`src/rtl/fle_cfg_bank_writer.sv`:
```
// Programming sequencer for one FLE configuration bank: takes config chunks over a
// valid/ready stream and writes them bit by bit (LSB first) through bl/wl pulses.
module fle_cfg_bank_writer #(
  parameter int NUM_BITS = 70,
  parameter int DATA_W   = 8,
  parameter int WL_PULSE = 2,
  parameter int HOLD_CYC = 1
) (
  input  logic                        prog_clk,
  input  logic                        global_resetn,
  input  logic                        start,
  input  logic                        abort,
  input  logic [DATA_W-1:0]           cfg_data,
  input  logic                        cfg_valid,
  output logic                        cfg_ready,
  output logic [0:NUM_BITS-1]         bl,
  output logic [0:NUM_BITS-1]         wl,
  output logic                        busy,
  output logic                        done,
  output logic [$clog2(NUM_BITS)-1:0] bit_idx,
  output logic [2:0]                  state_dbg
);

  localparam int KW   = $clog2(NUM_BITS);
  localparam int SW   = $clog2(DATA_W);
  localparam int MAXC = (WL_PULSE > HOLD_CYC) ? WL_PULSE : HOLD_CYC;
  localparam int CW   = $clog2(MAXC + 1);

  localparam logic [KW-1:0] LAST_K     = KW'(NUM_BITS - 1);
  localparam logic [SW-1:0] LAST_SUB   = SW'(DATA_W - 1);
  localparam logic [CW-1:0] PULSE_LOAD = CW'(WL_PULSE - 1);
  localparam logic [CW-1:0] HOLD_LOAD  = CW'(HOLD_CYC - 1);

  typedef enum logic [2:0] {
    S_IDLE  = 3'd0,
    S_LOAD  = 3'd1,
    S_SETUP = 3'd2,
    S_PULSE = 3'd3,
    S_HOLD  = 3'd4,
    S_DONE  = 3'd5
  } state_t;

  state_t              state_q, state_d;
  logic [KW-1:0]       k_q, k_d;
  logic [SW-1:0]       sub_q, sub_d;
  logic [CW-1:0]       cnt_q, cnt_d;
  logic [DATA_W-1:0]   chunk_q, chunk_d;
  logic                cfg_ready_d, busy_d, done_d;
  logic [0:NUM_BITS-1] bl_d, wl_d;

  // Handshake: a chunk transfers on a rising edge with cfg_valid & cfg_ready.
  // cfg_ready is registered, high for the whole LOAD state and independent of
  // cfg_valid; an abort on the same edge drops that chunk.

  always_ff @(posedge prog_clk or negedge global_resetn) begin
    if (!global_resetn) begin
      state_q   <= S_IDLE;
      k_q       <= '0;
      sub_q     <= '0;
      cnt_q     <= '0;
      chunk_q   <= '0;
      cfg_ready <= 1'b0;
      busy      <= 1'b0;
      done      <= 1'b0;
      bl        <= '0;
      wl        <= '0;
    end else begin
      state_q   <= state_d;
      k_q       <= k_d;
      sub_q     <= sub_d;
      cnt_q     <= cnt_d;
      chunk_q   <= chunk_d;
      cfg_ready <= cfg_ready_d;
      busy      <= busy_d;
      done      <= done_d;
      bl        <= bl_d;
      wl        <= wl_d;
    end
  end

  // sub_q tracks k modulo DATA_W so no divider is needed to find chunk boundaries
  always_comb begin
    state_d = state_q;
    k_d     = k_q;
    sub_d   = sub_q;
    cnt_d   = cnt_q;
    chunk_d = chunk_q;
    if (abort) begin
      state_d = S_IDLE;
      k_d     = '0;
      sub_d   = '0;
      cnt_d   = '0;
      chunk_d = '0;
    end else begin
      case (state_q)
        S_IDLE: begin
          if (start) begin
            state_d = S_LOAD;
            k_d     = '0;
            sub_d   = '0;
          end
        end
        S_LOAD: begin
          if (cfg_valid && cfg_ready) begin
            chunk_d = cfg_data;
            state_d = S_SETUP;
          end
        end
        S_SETUP: begin
          state_d = S_PULSE;
          cnt_d   = PULSE_LOAD;
        end
        S_PULSE: begin
          if (cnt_q == '0) begin
            state_d = S_HOLD;
            cnt_d   = HOLD_LOAD;
          end else begin
            cnt_d = cnt_q - 1'b1;
          end
        end
        S_HOLD: begin
          if (cnt_q != '0) begin
            cnt_d = cnt_q - 1'b1;
          end else if (k_q == LAST_K) begin
            state_d = S_DONE;
          end else begin
            k_d = k_q + 1'b1;
            if (sub_q == LAST_SUB) begin
              sub_d   = '0;
              state_d = S_LOAD;
            end else begin
              sub_d   = sub_q + 1'b1;
              state_d = S_SETUP;
            end
          end
        end
        S_DONE: begin
          state_d = S_IDLE;
          k_d     = '0;
          sub_d   = '0;
        end
        default: state_d = S_IDLE;
      endcase
    end
  end

  // Outputs are decoded from the next state so that every output leaves a flop
  always_comb begin
    cfg_ready_d = (state_d == S_LOAD);
    busy_d      = (state_d != S_IDLE);
    done_d      = (state_d == S_DONE);
    bl_d        = '0;
    wl_d        = '0;
    case (state_d)
      S_SETUP: bl_d[k_d] = chunk_d[sub_d];
      S_PULSE: begin
        bl_d      = bl;
        wl_d[k_d] = 1'b1;
      end
      S_HOLD:  bl_d = bl;
      default: ;
    endcase
  end

  assign bit_idx   = k_q;
  assign state_dbg = state_q;

endmodule

```
`config.mk`:
```
export PLATFORM = sky130hd
export DESIGN_NAME = fle_cfg_bank_writer
export DESIGN_NICKNAME = d
export VERILOG_FILES = /design/src/rtl/fle_cfg_bank_writer.sv
export SDC_FILE = /design/constraint.sdc
export NUM_CORES = 1
export LEC_CHECK = 0
export BUFFER_PORTS_ARGS = -buffer_cell sky130_fd_sc_hd__buf_2
export CORE_UTILIZATION = 38
export CTS_CLUSTER_SIZE = 25
export DETAILED_ROUTE_END_ITERATION = 12
export GPL_TIMING_DRIVEN = 0
export PLACE_DENSITY_LB_ADDON = 0.08
export REMOVE_ABC_BUFFERS = 1
export SYNTH_ARGS = -nofsm -noshare
export SYNTH_HDL_FRONTEND = slang
export SYNTH_SLANG_ARGS = --single-unit
```
`constraint.sdc`:
```
create_clock -name prog_clk -period 4.3 [get_ports prog_clk]
set_input_delay 0.86 -clock prog_clk [delete_from_list [all_inputs] [get_ports prog_clk]]
set_output_delay 0.86 -clock prog_clk [all_outputs]
set_load 0.1 [all_outputs]
```
==> results.sh <==
export IMPL_regToRegSetupSlack_ps=820
export IMPL_pwr_density_cell_nw_per_um2=396
export IMPL_layout_min_cycle_time_ps=3480
export IMPL_final_antenna_net_count=0
export IMPL_cts_resized=0
export IMPL_placement_rows=47
export IMPL_timing_reg2reg_worst_path_depth=10
export IMPL_crit_type="flop to flop"
export IMPL_tightestPinTransition_ps=1360
export IMPL_routed_wire_length_per_instance_um=18.8
export IMPL_crit_slowest_cell="sky130_fd_sc_hd__nor3_1"
export IMPL_setup_viol=0
export IMPL_syn_area_sq_um=6530
export IMPL_finalWeightedCongestion=0.769
export IMPL_critPathArrivalTime_ps=3840
export IMPL_maxCapViolations=0
export IMPL_post_cts_hold_buffers=0
export IMPL_first_global_vias=4729
export IMPL_maximum_vdd_ir_drop_mv=0.290
export IMPL_drt_pass1_iterations=4
export IMPL_critical_path_peak_fanout=11
export IMPL_yosys_area_share_adder_pct=1.34
export IMPL_rsz0062_at_grt="false"
export IMPL_layout_area_overhead_vs_synth_pct=23.5
export IMPL_routed_via_density=5.21
export IMPL_drt_total_wl_um=16800
export IMPL_grt_use_met3_pct=5.90
export IMPL_design_portCount=166
export IMPL_largest_family_of_logic_cells_by_synthesized_area="compound AO/OA/AOI/OAI gates"
export IMPL_start_kind="flop"
export IMPL_die_area_sq_um=17700
export IMPL_grt_ovfl_total=0
export IMPL_met2_usage_pct=30.7
export IMPL_synthDominantCellAreaShare_pct=63.6
export IMPL_achievable_frequency_mhz=288
export IMPL_grt_pass1_wl_um=26700
export IMPL_synth_mux_area_share_pct=2.53
export IMPL_finalCritPeriodShare_pct=80.9
export IMPL_antenna_found_initial=0
export IMPL_critPathCaptureType="flop"
export IMPL_timing_critical_path_mode_cell="sky130_fd_sc_hd__nor2_1"
export IMPL_floorplan_initialDensity_pct=39.1
export IMPL_grt_max_degree=92
export IMPL_cts_made_buffers=17
export IMPL_number_of_placed_instances_taps_included=868
export IMPL_htree_num_levels=4
export IMPL_top_reg_cell_synth="sky130_fd_sc_hd__dfrtp_1"
export IMPL_cp_data_required_time_ps=4660
export IMPL_busiest_layer="met2"
export IMPL_portBuffers=165
export IMPL_fin_total_pwr_mw=3.19
export IMPL_grtUsageTotal_pct=19.8
export IMPL_cts_tree="yes"
export IMPL_final_design_area_no_fill_sq_um=8070
export IMPL_drtIter0Drc=283
export IMPL_finalHoldViolations=0
export IMPL_nFillCells=1550
export IMPL_clk_pin_slew_ps=70
export IMPL_fp_dieH_um=133
export IMPL_critical_path_max_stage_delay_ps=770
export IMPL_status="completed"
export IMPL_die_wd_um=133
export IMPL_cts_setup_buffers=0
export IMPL_worstReg2RegStart="cnt_q[0]$_DFFE_PN0P_"
export IMPL_post_synth_and_or_nand_nor_area_fraction_pct=13.2
export IMPL_synthCells=517
export IMPL_async_flop_share_pct=100
export IMPL_post_synth_num_cell_types=53
export IMPL_clock_insertion_delay_worst_skew_ps=430
export IMPL_dominant_cell_type_by_area_after_synthesis="sky130_fd_sc_hd__dfrtp_1"
export IMPL_synth_xor_xnor_area_share_pct=0
export IMPL_min_delay_path_class="primary input to async pin"
export IMPL_num_vias=4683
export IMPL_worst_r2r_endpoint="bl[27]$_DFFE_PN0N_"
export IMPL_met1_usage_pct=26.6
export IMPL_nNetsFinal=687
export IMPL_number_of_diodes=0
export IMPL_dpl_cell_area_sq_um=7490
export IMPL_dp_final_hpwl_um=11500
export IMPL_path_cells="inv_1, ha_1, and4_1, a31o_1, a21boi_0, nor2_1, nor2_1, or2_1, nor3_1, a32o_1"
export IMPL_ys_seq_area_share_pct=63.6
export IMPL_layout_cells_non_filler=898
export IMPL_numClockSinks=166
export IMPL_timing_slew_headroom_pct=8.94
export IMPL_ys_ff_latch=166
export IMPL_total_of_warnings_raised_by_yosys=0
export IMPL_timing_max_transition_violations_final=0
export IMPL_power_static_leakage_nw=4.07
export IMPL_fin_worst_skew_ps=16.8
export IMPL_design_core_area_sq_um=16700
export IMPL_synth_area_per_cell_sq_um=12.6
export IMPL_synth_edf_count=0
export IMPL_clk_root_buffer_cell="sky130_fd_sc_hd__clkbuf_16"
export IMPL_post_route_cells_drive_above_1_share_pct=32.9
export IMPL_post_route_drc_count=0
export IMPL_clk_path_buf_depth=2
export IMPL_synth_area_top_cells="sky130_fd_sc_hd__dfrtp_1, sky130_fd_sc_hd__a32o_1, sky130_fd_sc_hd__nor2_1, sky130_fd_sc_hd__mux2i_1, sky130_fd_sc_hd__ha_1"
export IMPL_synth_compound_area_share_pct=15.8
[final cells by class]
cell class	instances	area, sq um	share of cell area [%]
clock buffers	18	439	5.44
clock inverters	12	139	1.72
inverters	8	30.0	0.372
multi-input cells	307	2150	26.6
flip-flops and latches	166	4150	51.5
well taps	220	275	3.41
repair buffers	167	883	10.9
[metal layers]
layer	routed length, um	vias up
li1	-	2172
met1	7680	2360
met2	7980	136
met3	972	15
met4	214	0
met5	0	-
[registers in the layout (all words and copies together), names as in the netlist]
register / flops
cfg_ready: 1
cnt_q: 2
bit_idx: 7
bl: 70
wl: 70
done: 1
chunk_q: 8
busy: 1
sub_q: 3
state_dbg: 3
[worst max-delay path by stage]
stage | from | endpoint | slack, ps | depth (start not counted)
finish | cnt_q[0]$_DFFE_PN0P_ | bl[27]$_DFFE_PN0N_ | 820 | 10
global route | cnt_q[0]$_DFFE_PN0P_ | bl[24]$_DFFE_PN0N_ | 420 | 10
CTS | cnt_q[0]$_DFFE_PN0P_ | bl[26]$_DFFE_PN0N_ | 840 | 10
detailed placement | abort | bl[0]$_DFFE_PN0N_ | 780 | 6
global placement | global_resetn | bl[14]$_DFFE_PN0N_ | -130 | 1
floorplan | bit_idx[1]$_DFF_PN0_ | cnt_q[0]$_DFFE_PN0P_ | 390 | 9
[cell families after synthesis]
family                   count (synthesis)
AND/OR/NAND/NOR                        176
flip-flops                             166
AO/OA/AOI/OAI                          108
buffers and inverters                   44
multiplexers                            16
adder cells (fa/ha/maj)                  7
[critical path, delay by kind of cell, from the launching register on]
kind | cells | cell delay, ps
AO/OA/AOI/OAI | 3 | 510
adder cells (fa/ha/maj) | 1 | 410
buffers and inverters | 1 | 100
flip-flops | 1 | 420
AND/OR/NAND/NOR | 5 | 1990
[cell usage after synthesis (all sizes together) (2+ instances only)]
cell type  count
dfrtp        166
nor2         105
a32o          71
buf           22
clkbuf        14
mux2i         12
nand2         12
a21oi         10
and2           8
nand3          8
nor3           8
ha             7
inv            7
o21ai          6
a22o           5
nand3b         5
or3            5
mux2           4
nand2b         4
nor2b          4
or2            4
a21boi         3
and3           3
a31o           2
a31oi          2
and4           2
and4b          2
nor3b          2
o22ai          2
[where the power goes]
part           leakage (nW)  total (mW)  internal [mW]  switching [mW]
sequential             2.32        1.57           1.57         0.00636
combinational          1.48       0.127         0.0274          0.0997
clock                 0.278        1.49          0.829           0.661
total                  4.07        3.19           2.42           0.767
[through the flow]
stage	setup TNS, ps	utilization [%]	hold slack, ps	setup slack, ps
floorplan	0	-	499	388
global placement	-20580	44.5	471	-133
detailed placement	0	44.9	477	779
CTS	0	48.3	430	843
global route	0	48.3	447	419
finish	0	48.3	408	823
[cells in the final DEF (no fill, tap or decap), types with 2 or more instances in the layout]
cell,netlist,layout
sky130_fd_sc_hd__and3_1,3,3
sky130_fd_sc_hd__nor2_2,10,10
sky130_fd_sc_hd__a21oi_1,10,10
sky130_fd_sc_hd__nand3_1,8,8
sky130_fd_sc_hd__clkinv_4,0,2
sky130_fd_sc_hd__nand3b_1,5,5
sky130_fd_sc_hd__inv_1,7,7
sky130_fd_sc_hd__and2_1,8,8
sky130_fd_sc_hd__nor2b_1,4,4
sky130_fd_sc_hd__clkinvlp_4,0,2
sky130_fd_sc_hd__nor3b_1,2,2
sky130_fd_sc_hd__nor2_1,95,95
sky130_fd_sc_hd__mux2i_1,12,12
sky130_fd_sc_hd__mux2_2,4,4
sky130_fd_sc_hd__clkbuf_16,0,17
sky130_fd_sc_hd__ha_1,7,7
sky130_fd_sc_hd__dfrtp_1,166,166
sky130_fd_sc_hd__inv_6,0,3
sky130_fd_sc_hd__o21ai_0,4,4
sky130_fd_sc_hd__nand2_1,11,11
sky130_fd_sc_hd__inv_8,0,3
sky130_fd_sc_hd__o22ai_4,2,2
sky130_fd_sc_hd__and4_1,2,2
sky130_fd_sc_hd__a32o_1,71,71
sky130_fd_sc_hd__buf_2,10,164
sky130_fd_sc_hd__or3_1,5,5
sky130_fd_sc_hd__a22o_1,5,5
sky130_fd_sc_hd__or2_1,4,4
sky130_fd_sc_hd__a21boi_0,2,2
sky130_fd_sc_hd__nand2b_1,4,4
sky130_fd_sc_hd__nor3_1,7,7
Note: power is estimated with default switching activity, not from simulation.
